<file path="src/rtl/ft600_pkg.sv">
// Shared types for the FT600 245-mode responder: bus word layout and read-side FSM states.
package ft600_pkg;

  localparam int FT_DATA_W = 16;
  localparam int FT_BE_W   = 2;
  localparam int FT_WORD_W = FT_DATA_W + FT_BE_W;

  // Byte enables ride in the upper bits so {be, data} concatenations map directly.
  typedef struct packed {
    logic [FT_BE_W-1:0]   be;
    logic [FT_DATA_W-1:0] data;
  } ft_word_t;

  typedef enum logic [1:0] {
    RD_IDLE = 2'd0,
    RD_OE   = 2'd1,
    RD_DATA = 2'd2
  } rd_state_e;

endpackage

</file>
<file path="src/rtl/ft600_sync_fifo.sv">
// First-word-fall-through synchronous FIFO with wrap-bit pointers.
// Push while full and pop while empty are ignored.
module ft600_sync_fifo #(
  parameter int AW = 4,
  parameter int W  = 18
) (
  input  logic         clk,
  input  logic         rst_n,
  input  logic         i_push,
  input  logic [W-1:0] i_wdata,
  input  logic         i_pop,
  output logic [W-1:0] o_rdata,
  output logic         o_full,
  output logic         o_empty,
  output logic         o_full_next
);

  localparam int DEPTH = 1 << AW;

  logic [W-1:0] r_mem [DEPTH];
  logic [AW:0]  r_wptr;
  logic [AW:0]  r_rptr;
  logic [AW:0]  w_wptr_nxt;
  logic [AW:0]  w_rptr_nxt;
  logic         w_push;
  logic         w_pop;

  assign o_full  = (r_wptr[AW] != r_rptr[AW]) && (r_wptr[AW-1:0] == r_rptr[AW-1:0]);
  assign o_empty = (r_wptr == r_rptr);

  assign w_push = i_push & ~o_full;
  assign w_pop  = i_pop & ~o_empty;

  assign w_wptr_nxt = r_wptr + {{AW{1'b0}}, w_push};
  assign w_rptr_nxt = r_rptr + {{AW{1'b0}}, w_pop};

  // Lets the owner register a flag that already reflects this edge's push/pop.
  assign o_full_next = (w_wptr_nxt[AW] != w_rptr_nxt[AW]) &&
                       (w_wptr_nxt[AW-1:0] == w_rptr_nxt[AW-1:0]);

  always_ff @(posedge clk or negedge rst_n) begin
    if (!rst_n) begin
      r_wptr <= '0;
      r_rptr <= '0;
    end else begin
      r_wptr <= w_wptr_nxt;
      r_rptr <= w_rptr_nxt;
    end
  end

  always_ff @(posedge clk) begin
    if (w_push) begin
      r_mem[r_wptr[AW-1:0]] <= i_wdata;
    end
  end

  assign o_rdata = r_mem[r_rptr[AW-1:0]];

endmodule

</file>
<file path="src/rtl/ft600_device_responder.sv">
// Chip-side FT600 245-FIFO-mode responder: serves FPGA reads/writes on the bus
// from two internal FIFOs bridged to host-side valid/ready streams.
module ft600_device_responder
  import ft600_pkg::*;
#(
  parameter int D2F_AW = 4,
  parameter int F2D_AW = 4
) (
  input  logic                 clk,
  input  logic                 rst_n,
  input  logic [FT_DATA_W-1:0] host_in_data,
  input  logic [FT_BE_W-1:0]   host_in_be,
  input  logic                 host_in_valid,
  output logic                 host_in_ready,
  output logic [FT_DATA_W-1:0] host_out_data,
  output logic [FT_BE_W-1:0]   host_out_be,
  output logic                 host_out_valid,
  input  logic                 host_out_ready,
  input  logic [FT_DATA_W-1:0] ft_data_i,
  output logic [FT_DATA_W-1:0] ft_data_o,
  input  logic [FT_BE_W-1:0]   ft_be_i,
  output logic [FT_BE_W-1:0]   ft_be_o,
  output logic                 ft_data_oe,
  output logic                 ft_rxf_n,
  output logic                 ft_txe_n,
  input  logic                 ft_oe_n,
  input  logic                 ft_rd_n,
  input  logic                 ft_wr_n,
  output logic                 err_underrun,
  output logic                 err_overrun,
  output logic                 err_contention
);

  // Host streams: a word transfers on a rising edge where valid and ready are
  // both high; valid never waits on ready, and data is stable while valid.

  ft_word_t  w_d2f_wdata;
  ft_word_t  w_d2f_head;
  logic      w_d2f_full;
  logic      w_d2f_empty;
  logic      w_d2f_full_next;
  logic      w_d2f_push;
  logic      w_d2f_pop;

  ft_word_t  w_f2d_wdata;
  ft_word_t  w_f2d_head;
  logic      w_f2d_full;
  logic      w_f2d_empty;
  logic      w_f2d_full_next;
  logic      w_f2d_push;
  logic      w_f2d_pop;

  rd_state_e r_rd_state;
  logic      r_data_oe;
  logic      r_rxf_n;
  logic      r_txe_n;
  logic      r_host_in_ready;
  logic      r_err_underrun;
  logic      r_err_overrun;
  logic      r_err_contention;
  logic      w_rd_strobe;

  assign w_rd_strobe = (r_rd_state == RD_DATA) && !ft_rd_n;

  assign w_d2f_wdata = {host_in_be, host_in_data};
  assign w_d2f_push  = host_in_valid & r_host_in_ready & ~w_d2f_full;
  assign w_d2f_pop   = w_rd_strobe & ~w_d2f_empty;

  // A write seen while the FPGA also asserts oe_n is a bus fight and is dropped.
  assign w_f2d_wdata = {ft_be_i, ft_data_i};
  assign w_f2d_push  = !ft_wr_n & !r_txe_n & ft_oe_n & ~w_f2d_full;
  assign w_f2d_pop   = ~w_f2d_empty & host_out_ready;

  ft600_sync_fifo #(
    .AW (D2F_AW),
    .W  (FT_WORD_W)
  ) u_d2f_fifo (
    .clk         (clk),
    .rst_n       (rst_n),
    .i_push      (w_d2f_push),
    .i_wdata     (w_d2f_wdata),
    .i_pop       (w_d2f_pop),
    .o_rdata     (w_d2f_head),
    .o_full      (w_d2f_full),
    .o_empty     (w_d2f_empty),
    .o_full_next (w_d2f_full_next)
  );

  ft600_sync_fifo #(
    .AW (F2D_AW),
    .W  (FT_WORD_W)
  ) u_f2d_fifo (
    .clk         (clk),
    .rst_n       (rst_n),
    .i_push      (w_f2d_push),
    .i_wdata     (w_f2d_wdata),
    .i_pop       (w_f2d_pop),
    .o_rdata     (w_f2d_head),
    .o_full      (w_f2d_full),
    .o_empty     (w_f2d_empty),
    .o_full_next (w_f2d_full_next)
  );

  // The OE state is the one-cycle bus turnaround before data is valid to sample.
  always_ff @(posedge clk or negedge rst_n) begin
    if (!rst_n) begin
      r_rd_state <= RD_IDLE;
      r_data_oe  <= 1'b0;
    end else begin
      case (r_rd_state)
        RD_IDLE: begin
          if (!ft_oe_n) begin
            r_rd_state <= RD_OE;
            r_data_oe  <= 1'b1;
          end
        end
        RD_OE: begin
          if (!ft_oe_n) begin
            r_rd_state <= RD_DATA;
            r_data_oe  <= 1'b1;
          end else begin
            r_rd_state <= RD_IDLE;
            r_data_oe  <= 1'b0;
          end
        end
        RD_DATA: begin
          if (ft_oe_n) begin
            r_rd_state <= RD_IDLE;
            r_data_oe  <= 1'b0;
          end
        end
        default: begin
          r_rd_state <= RD_IDLE;
          r_data_oe  <= 1'b0;
        end
      endcase
    end
  end

  // rxf_n samples the settled empty flag, giving pushed data a cycle before it is
  // advertised; txe_n and host_in_ready track the post-edge fill so they never lag a fill.
  always_ff @(posedge clk or negedge rst_n) begin
    if (!rst_n) begin
      r_rxf_n         <= 1'b1;
      r_txe_n         <= 1'b1;
      r_host_in_ready <= 1'b0;
    end else begin
      r_rxf_n         <= w_d2f_empty;
      r_txe_n         <= w_f2d_full_next;
      r_host_in_ready <= ~w_d2f_full_next;
    end
  end

  always_ff @(posedge clk or negedge rst_n) begin
    if (!rst_n) begin
      r_err_underrun   <= 1'b0;
      r_err_overrun    <= 1'b0;
      r_err_contention <= 1'b0;
    end else begin
      if (w_rd_strobe && w_d2f_empty) begin
        r_err_underrun <= 1'b1;
      end
      if (!ft_wr_n && r_txe_n) begin
        r_err_overrun <= 1'b1;
      end
      if (!ft_oe_n && !ft_wr_n) begin
        r_err_contention <= 1'b1;
      end
    end
  end

  assign ft_data_oe = r_data_oe;
  assign ft_data_o  = (r_data_oe && !w_d2f_empty) ? w_d2f_head.data : '0;
  assign ft_be_o    = (r_data_oe && !w_d2f_empty) ? w_d2f_head.be : '0;
  assign ft_rxf_n   = r_rxf_n;
  assign ft_txe_n   = r_txe_n;

  assign host_in_ready  = r_host_in_ready;
  assign host_out_valid = ~w_f2d_empty;
  assign host_out_data  = w_f2d_head.data;
  assign host_out_be    = w_f2d_head.be;

  assign err_underrun   = r_err_underrun;
  assign err_overrun    = r_err_overrun;
  assign err_contention = r_err_contention;

endmodule

</file>
<file path="config.mk">
export PLATFORM = sky130hd
export DESIGN_NAME = ft600_device_responder
export DESIGN_NICKNAME = d
export VERILOG_FILES = /design/src/rtl/ft600_pkg.sv /design/src/rtl/ft600_sync_fifo.sv /design/src/rtl/ft600_device_responder.sv
export SDC_FILE = /design/constraint.sdc
export NUM_CORES = 1
export LEC_CHECK = 0
export ABC_AREA = 1
export BUFFER_PORTS_ARGS = -buffer_cell sky130_fd_sc_hd__buf_2
export CORE_ASPECT_RATIO = 1.5
export CORE_UTILIZATION = 55
export DETAILED_ROUTE_END_ITERATION = 10
export HOLD_SLACK_MARGIN = 0.12
export PLACE_DENSITY = 0.72
export SLEW_MARGIN = 15
export SYNTH_ARGS = -nofsm -noshare
export SYNTH_HDL_FRONTEND = slang
export SYNTH_SLANG_ARGS = --single-unit
</file>
<file path="constraint.sdc">
create_clock -name clk -period 3.2 [get_ports clk]
set_input_delay 0.64 -clock clk [delete_from_list [all_inputs] [get_ports clk]]
set_output_delay 0.64 -clock clk [all_outputs]
set_load 0.1 [all_outputs]
</file>
After elaboration in Yosys (flattened, before gate mapping)
Memory sizes are Yosys's and may differ from the RTL's.
Index checks and enable logic that the tools add are counted.
{"block": "classes", "add_sub_neg": 4, "n_mul": 0, "n_div": 0, "n_lt_le_gt_ge": 0, "n_eq_ne": 14, "shift": 0, "muxes": 14, "bitwise_logic": 16, "reduce_logical": 16}
{"op": "adder 5 x 1 -> 5 bit", "count": 4}
{"op": "== test 4 bit", "count": 4}
{"op": "two-way mux 16 bit", "count": 1}
{"op": "AND 1 bit", "count": 11}
{"op": "== test 5 bit", "count": 2}
{"op": "logical AND 1 bit", "count": 9}
{"op": "two-way mux 2 bit", "count": 4}
{"op": "two-way mux 1 bit", "count": 7}
{"op": "one-hot mux 2 bit (3 select lines)", "count": 1}
{"op": "zero test 1 bit", "count": 5}
{"op": "inverter 1 bit", "count": 5}
{"op": "inequality test 1 bit", "count": 4}
{"op": "inequality test 2 bit, second input constant", "count": 2}
{"op": "one-hot mux 1 bit (3 select lines)", "count": 1}
{"op": "== test 2 x 1 -> 1 bit, second input constant", "count": 1}
{"op": "== test 2 bit, second input constant", "count": 1}
{"op": "zero test 2 bit", "count": 1}
{"op": "AND reduction 2 bit", "count": 1}
{"block": "word_totals", "ff_bits": 29, "latch_bits": 0, "ramBits": 576, "rom_bits": 0, "input_bits": 43, "word_cells": 78, "n_memories": 2}
{"memory": "u_d2f_fifo.r_mem", "depth": 16, "width": 18, "rd": 1, "rd_ports_with_merged_regs": 0, "write_ports": 1, "line": "ft600_sync_fifo.sv:20", "source": "logic [W-1:0] r_mem [DEPTH];"}
{"memory": "u_f2d_fifo.r_mem", "depth": 16, "width": 18, "rd": 1, "rd_ports_with_merged_regs": 0, "write_ports": 1, "line": "ft600_sync_fifo.sv:20"}

Longest topological paths before layout
Gate-level depths: netlist of the first run.
{"block": "depth", "ltp_word": 9, "mapped_depth": 18, "depth_no_buf": 16}

Hierarchy
From an unflattened synthesis of the first run, not the netlist that was laid out.
{"block": "hier_totals", "cells_unflattened": 2754, "hier_area_um2": 26869.5}
{"mod": "ft600_sync_fifo (u_f2d_fifo)", "instances": 1, "cells_each": 1345, "area_per_inst_um2": 13205.2}
{"mod": "ft600_sync_fifo (u_d2f_fifo)", "instances": 1, "cells_each": 1335, "area_per_inst_um2": 13160.1}
{"mod": "ft600_device_responder", "instances": 1, "cells_each": 74, "area_per_inst_um2": 504.2}

Worst setup path before layout of the first run
No wires, ideal clock.
{"block": "synth_path", "path_type": "reg2out", "startpoint": "reg r_data_oe, in the netlist ft_data_oe", "endpoint": "out ft_data_o[10]", "arrival_time_ns": 2.630, "t_required_ns": 2.560, "slack_ns": -0.070, "stages_incl_launch_ff": 4, "path_buffers": 1, "path_cell_list": "dfrtp_1 > nand2_2 > buf_6 > nor2_1"}
{"block": "synth_between", "elab_chain_cells": 2}
{"element": "start: declaration", "line": "ft600_device_responder.sv:54", "source": "logic r_data_oe;"}
{"element": "start signal: assignment", "line": "ft600_device_responder.sv:108", "source": "r_data_oe <= 1'b0;"}
{"element": "start signal: assignment", "line": "ft600_device_responder.sv:114", "source": "r_data_oe <= 1'b1;"}
{"element": "start signal: assignment", "line": "ft600_device_responder.sv:120", "source": "r_data_oe <= 1'b1;"}
{"element": "logical AND 1 bit", "line": "ft600_device_responder.sv:173", "source": "assign ft_data_o = (r_data_oe && !w_d2f_empty) ? w_d2f_head.data : '0;"}
{"element": "two-way mux 16 bit", "line": "ft600_device_responder.sv:173"}
{"element": "end: declaration", "line": "ft600_device_responder.sv:20", "source": "output logic [FT_DATA_W-1:0] ft_data_o,"}
No other way between the ends.

Worst setup path after layout of the first run
{"block": "layout_path", "startpoint": "reg u_d2f_fifo.r_rptr[0]", "endpoint": "out ft_data_o[7]"}
{"block": "layout_between", "elab_chain_cells": 4}
{"element": "start: declaration", "line": "ft600_sync_fifo.sv:22", "source": "logic [AW:0] r_rptr;"}
{"element": "start signal: assignment", "line": "ft600_sync_fifo.sv:47", "source": "r_rptr <= w_rptr_nxt;"}
{"element": "parallel branches: the longest is 3 deep, another holds memory (16 x 18 bit)"}
{"element": "two-way mux 16 bit (*)", "line": "ft600_device_responder.sv:173"}
Mark *: on every way between the ends.

==> summary.md, run 1 <==
| Metric | Value |
|---|---|
| Post-synth cell types | 34 |
| Setup CP Type | register to output pin |
| Die W | 175 um |
| Synthesized area | 24800 um^2 |
| Routed vias/inst | 5.80 |
| Total wire length | 59.8 mm |
| Area grow syn2layout | 13.6% |
| Clock Skews | 0.0303 ns |
| Worst-Skew Late Latency | 0.61 ns |
| Cells after Synth | 2083 |
| Sequential-to-total area share from yosys stat | 72.8% |
| Synth Warn # | 0 |
| M1 GR Usage | 30.2% |
| Detail Route Antenna Nets | 0 |
| Lkg Pwr | 10.2 nW |
| Commonest non-fill, non-tap cells in the layout | edfxtp_1, nand2_1, nand3_1 |
| Max_cap viols | 0 |
| Residual DRC | 0 |
| Met3 usage | 3.34% |
| CP startpoint kind | register |
| Die Footprint | 45900 um^2 |
| Final setup fails | 0 |
| HP Class | input pin to register |
| H-tree levels | 2 |
| Rows | 94 |
| Multi-input logic area | 5930 um^2 |
| Routed len/inst | 21.4 um |
| Max Fclk | 319 MHz |
| GP Congestion | 0.835 |
| Total CTS buffers | 54 |
| Worst-margin pin slew | 1.16 ns |
| TritonRoute pass-1 iters | 5 |
| Worst EP required | 2.56 ns |
| Main synth FF type | edfxtp_1 |
| Fillcell total | 3253 |
| Via Count | 16218 |
| FF+latch count, synth | 605 |
| Layout cells sized above 1 | 13.5% |
| Avg Synthesized Cell Area | 11.9 um^2 |
| RSZ-0062 raised after global routing | yes |
| Status | finished clean |
| Clk Tree Root Cell | clkbuf_16 |
| Crit path time final | 3.13 ns |
| CTS tree | done |
| I/O Pins | 87 |
| Die Ht | 262 um |
| Peak supply drop | 1.64 mV |
| Fin util | 63.8% |
| Fin. Hold Viols | 0 |
| Syn_nets | 2134 |
| Gr usage total | 26.1% |
| Initial core utilization | 56.1% |
| CP Capture Type | output pin |
| PwrDens | 1060 nW/um^2 |
| Clk buf depth | 3 |
| Commonest non-fill, non-tap cell in the layout | edfxtp_1 |
| DP Wirelength | 35.1 mm |
| GR Util met2 | 47.9% |
| Final Max Tran Viols | 0 |
| CTS clk-pin slew, worst paths | 0.06 ns |
| Crit path max fanout | 59 |
| GRT busiest layer | met2 |
| Max_slew headroom | 22.6% |
| EDFF count, synth | 576 |
| Crit path arrival time | 2.49 ns |
| Pin count of the biggest net entering global routing | 79 |
| Fin crit share | 97.9% |
| Core area | 44100 um^2 |
| Share of flip-flops with an asynchronous set or reset | 4.79% |
| Design Power | 0.0298 W |
| Port-buffer cells | 86 |
| Vias in the first global route | 15983 |
| Sequential cell area | 18000 um^2 |
| Layout Nets | 2229 |
| CTS sink cnt | 605 |
| Gr ovfl total | 0 |
| Initial antenna violation count | 3 |
| First-pass GRT wire length | 89.9 mm |
| Initial DRC count | 1441 |
[state kept, by name, indices dropped and copies added, names as in the netlist, 2 cells and up]
register / count
r_rd_state: 2
u_d2f_fifo.r_mem: 288
u_d2f_fifo.r_rptr: 5
u_d2f_fifo.r_wptr: 5
u_f2d_fifo.r_mem: 288
u_f2d_fifo.r_rptr: 5
u_f2d_fifo.r_wptr: 5
[cells by family (layout without fill, tap and decap cells)]
family | after synthesis | after routing | share of synthesized area, %
simple gates | 1040 | 1040 | 17.4
flops | 605 | 605 | 72.8
compound gates | 224 | 224 | 4.92
buf+inv | 186 | 323 | 3.72
xor+xnor | 20 | 20 | 0.708
fa+ha+maj | 8 | 8 | 0.404
other cells | 0 | 1 | 0
[worst paths after layout]
check,startpoint,end,slack [ns],cells after the start
worst max-delay path,u_d2f_fifo.r_rptr[0],ft_data_o[7],0.07,10
worst min-delay path,ft_oe_n,r_rd_state[1],0.25,2
worst max register to register,u_d2f_fifo.r_rptr[2],u_d2f_fifo.r_mem[5][10],0.47,9
worst min register to register,err_underrun,err_underrun,0.46,1
max in group asynchronous,rst_n,u_d2f_fifo.r_rptr[0],2.06,2
min in group asynchronous,rst_n,u_d2f_fifo.r_rptr[2],0.63,2
[report_power, final]
part,total (W),switching [W],leakage [nW],internal [W]
logic,0.0134,0.00984,3.77,0.00356
clock network,0.00656,0.00284,0.875,0.00371
registers,0.00987,0.000400,5.52,0.00947
total,0.0298,0.0131,10.2,0.0167
[per-layer routing]
layer | wire (um) | share of wire (%)
met5 | 0 | 0
met4 | 2480 | 4.1
met3 | 3990 | 6.7
met2 | 32000 | 54
met1 | 21300 | 36
[cell usage after synthesis (10+ instances only)]
library cell,number,area [um^2]
clkbuf_1,32,120
nor2_2,10,62.6
buf_4,13,97.6
inv_1,61,229
dfrtp_1,27,676
nand2_1,466,1750
o21ai_1,34,170
xor2_1,12,105
nor2_1,279,1050
o21ai_0,149,746
nand3_1,273,1370
o211ai_1,36,270
buf_2,51,255
buf_1,10,37.5
edfxtp_1,576,17300
[area by class of cell]
cell class                      count  share of cell area, %
Antenna cell                        1                0.00890
Clock buffer                       66                   5.00
Clock inverter                     32                   1.35
Inverter                           67                  0.917
Multi-Input combinational cell   1292                   21.1
Sequential cell                   605                   64.1
Tap cell                          576                   2.56
Timing Repair Buffer              158                   4.94
[worst max-delay path, cell delays in order, from the launching register on]
cell     delay [ns]
dfrtp_4        0.52
inv_4          0.08
buf_12         0.11
buf_16         0.23
nand2_1        0.11
nand3_1        0.10
nand3_1        0.10
nand3_1        0.14
nand2_1        0.11
nor2_4         0.16
buf_12         0.19
[repair_timing]
action	in CTS	in global routing
buffers inserted	1	1
hold buffers	1	0
setup endpoints to repair	32	35
hold endpoints to repair	27	0
resized for setup	30	36
pin swaps	0	1
[through the flow]
stage	TNS, ns	hold slack (ns)	setup WS, ns	area (um^2)	std cells
4_1_cts	0	0.226	0.000927	28000	2795
5_1_grt	-0.0994	0.242	-0.0465	28100	2797
3_3_place_gp	0	0.443	0.452	26100	2695
6_report	0	0.250	0.0688	28100	2797
3_5_place_dp	0	0.448	0.405	26100	2695
2_1_floorplan	-0.702	0.344	-0.0702	24800	2083
No activity file was read; power rests on OpenSTA's default activity.
==> run 2, diff against run 1 <==
--- a/constraint.sdc
+++ b/constraint.sdc
@@ -3,2 +3,2 @@
 set_output_delay 0.64 -clock clk [all_outputs]
-set_load 0.1 [all_outputs]
+set_load 0.02 [all_outputs]
==> run 2 against run 1 <==
Effect of this change:
- first-iteration DRC count down 3.5%
- largest power group is now sequential cells
- clock power decreased by 3.5%
- via count decreased by 1.2%
- count of clock-buffer cells in the layout down 7
- critical endpoint is now ft_data_o[14]
- highest routed layer is now met5
==> summary.md, run 2 (synthesis gave the netlist of run 1 again) <==
| Metric | Value |
|---|---|
| Layout Nets | 2227 (-0.090%) |
| Setup crit end | ft_data_o[14] |
| Rows | 94 (unchanged) |
| Initial DRC count | 1390 (-3.5%) |
| Setup TNS Final | 0 ns (unchanged) |
| Pin count of the biggest net entering global routing | 118 (+49%) |
| Worst r2r src | u_f2d_fifo.r_rptr[0] |
| Reg2reg end | ft_txe_n |
| Worst-margin pin slew | 0.700 ns (-0.459 ns) |
| Total wire length | 57.7 mm (-3.6%) |
| R2R setup slack | 0.75 ns (+0.28 ns) |
| Gr usage total | 25.2% (-0.92 points) |
| Die W | 175 um (unchanged) |
| Crit path arrival time | 2.43 ns (-0.06 ns) |
| Commonest non-fill, non-tap cells in the layout | edfxtp_1, nand2_1, nand3_1 |
| Commonest non-fill, non-tap cell in the layout | edfxtp_1 |
| Reg2Reg Depth | 13 (+4) |
| Layout cells sized above 1 | 12.7% (-0.81 points) |
| Met3 usage | 2.98% (-0.36 points) |
| Setup CP Type | register to output pin |
| Via Count | 16021 (-1.2%) |
| First-pass GRT wire length | 86.9 mm (-3.4%) |
| Clock Skews | 0.0171 ns (-0.0133 ns) |
| Final Max Tran Viols | 0 (unchanged) |
| Fin crit share | 95.8% (-2.0 points) |
| Sequential cell area | 18000 um^2 (unchanged) |
| Max_cap viols | 0 (unchanged) |
| GP Congestion | 0.843 (+0.93%) |
| Clk Tree Root Cell | clkbuf_16 |
| Peak supply drop | 0.629 mV (-62%) |
| Die Ht | 262 um (unchanged) |
| Setup crit start | u_d2f_fifo.r_rptr[0] |
| DP Area | 26000 um^2 (-0.45%) |
| Vias in the first global route | 15675 (-1.9%) |
| Max_slew headroom | 53.3% (+31 points) |
| GR Util met2 | 45.9% (-2.0 points) |
| CP startpoint kind | register |
| Switching part of the total power | 37.9% (-5.9 points) |
| PwrDens | 921 nW/um^2 (-13%) |
| Fin. Hold Viols | 0 (unchanged) |
| Core area | 44100 um^2 (unchanged) |
| Max Fclk | 326 MHz (+2.1%) |
| Gr ovfl total | 0 (unchanged) |
| Detail Route Antenna Nets | 0 (unchanged) |
| H-tree levels | 2 (unchanged) |
| Routed len/inst | 20.6 um (-3.6%) |
| RSZ-0062 raised after global routing | no |
| Crit path max fanout | 58 (-1.7%) |
| Power share of the clock group | 24.8% (+2.8 points) |
| Status | finished clean |
| HP Class | input pin to register |
| Worst slack, placed | 0.596 ns (+0.191 ns) |
| Clk buf depth | 3 (unchanged) |
| CP Capture Type | output pin |
| Worst EP required | 2.56 ns (about the same) |
| Port-buffer cells | 86 (unchanged) |
| DP Wirelength | 33.9 mm (-3.4%) |
| Power share of the combinational group | 36.6% (-8.3 points) |
| Final setup fails | 0 (unchanged) |
| CTS tree | done |
| Net Sw Power | 0.00968 W (-26%) |
| Residual DRC | 0 (unchanged) |
| Fin util | 62.8% (-0.93 points) |
| Routed vias/inst | 5.73 (-1.2%) |
| Pint | 0.0158 W (-5.4%) |
| Design Power | 0.0255 W (-14%) |
| CTS sink cnt | 605 (unchanged) |
| TritonRoute pass-1 iters | 5 (unchanged) |
| Hold Path Stages | 2 (unchanged) |
| Crit path time final | 3.07 ns (-0.0650 ns) |
| Die Footprint | 45900 um^2 (unchanged) |
| Initial antenna violation count | 4 (+1) |
| M1 GR Usage | 29.4% (-0.82 points) |
| Final WS setup | 0.134 ns (+0.0650 ns) |
| Total CTS buffers | 53 (-1.9%) |
| Initial core utilization | 56.1% (unchanged) |
| Area grow syn2layout | 12.0% |
| Fillcell total | 3340 (+2.7%) |
| I/O Pins | 87 (unchanged) |
| Worst-Skew Late Latency | 0.59 ns (-0.02 ns) |
| Lkg Pwr | 10.0 nW (-1.2%) |
| Multi-input logic area | 5860 um^2 (-1.1%) |
| Final Cell Area | 27700 um^2 (-1.5%) |
| CTS clk-pin slew, worst paths | 0.07 ns (about the same) |
| GRT busiest layer | met2 |
| Reg power frac | 38.6% (+5.5 points) |
## run 2: cell count changes in the layout (fill, tap and decap cells not counted), sizes merged
cell      previous run  this run
bufinv               7         6
clkinvlp             0         2
buf                150       156
clkinv              24        30
diode                1         2
clkbuf              73        59
## run 2: worst max-delay path, cell delays in order (launching register included)
cell and delay (ns):
dfrtp_4 0.54, buf_12 0.22, nand2_1 0.10, nand2_1 0.05, nor2_1 0.16, nand3_2 0.13
nand2_2 0.08, buf_4 0.26, nor2_1 0.12, buf_2 0.17
## run 2: per-stage QoR
| step | hold slack [ns] | cells |
|---|---|---|
| after floorplan | 0.344 | 2083 |
| after global placement | 0.439 | 2696 |
| after detailed placement | 0.448 | 2696 |
| after CTS | 0.236 | 2795 |
| after global routing | 0.256 | 2797 |
| final | 0.252 | 2797 |
## run 2: area by class of cell
class                      count  share of cell area [%]
clock inverter                39                    1.32
multi-input combinational   1292                    21.2
clock buffer                  59                    4.87
sequential                   605                    65.1
tap                          576                    2.60
inverter                      67                   0.953
timing repair buffer         157                    3.99
antenna                        2                  0.0181
## run 2: how the worst min path moves through the flow
stage	from	to	slack, ns
2_1_floorplan	rst_n	err_contention	0.34
3_3_place_gp	r_rd_state[0]	r_rd_state[0]	0.44
3_5_place_dp	err_underrun	err_underrun	0.45
4_1_cts	ft_oe_n	r_rd_state[1]	0.24
5_1_grt	ft_oe_n	r_rd_state[1]	0.26
6_report	ft_oe_n	r_rd_state[1]	0.25
## run 2: power groups by stage
stage	Clock [W]	Sequential (W)	Combinational [W]
floorplan	0	0.00986	0.00649
global placement	0	0.00998	0.00909
detailed placement	0	0.0100	0.00927
CTS	0.00638	0.00984	0.00933
global route	0.00668	0.00992	0.0103
finish	0.00633	0.00985	0.00934
## run 2: per-layer routing
metal | part of all wire [%] | up-vias
met3 | 6.6 | 173
met5 | 0.016 | -
met2 | 53 | 695
met4 | 4.4 | 2
met1 | 36 | 7703
li1 | - | 7448
## run 2: what timing repair did
action / CTS / global route
hold buffers: 1 / 0
resized for setup: 1 / 6
gates cloned: 0 / 0
setup endpoints to repair: 1 / 14
setup buffers: 0 / 0
endpoints found under the hold margin: 27 / 0
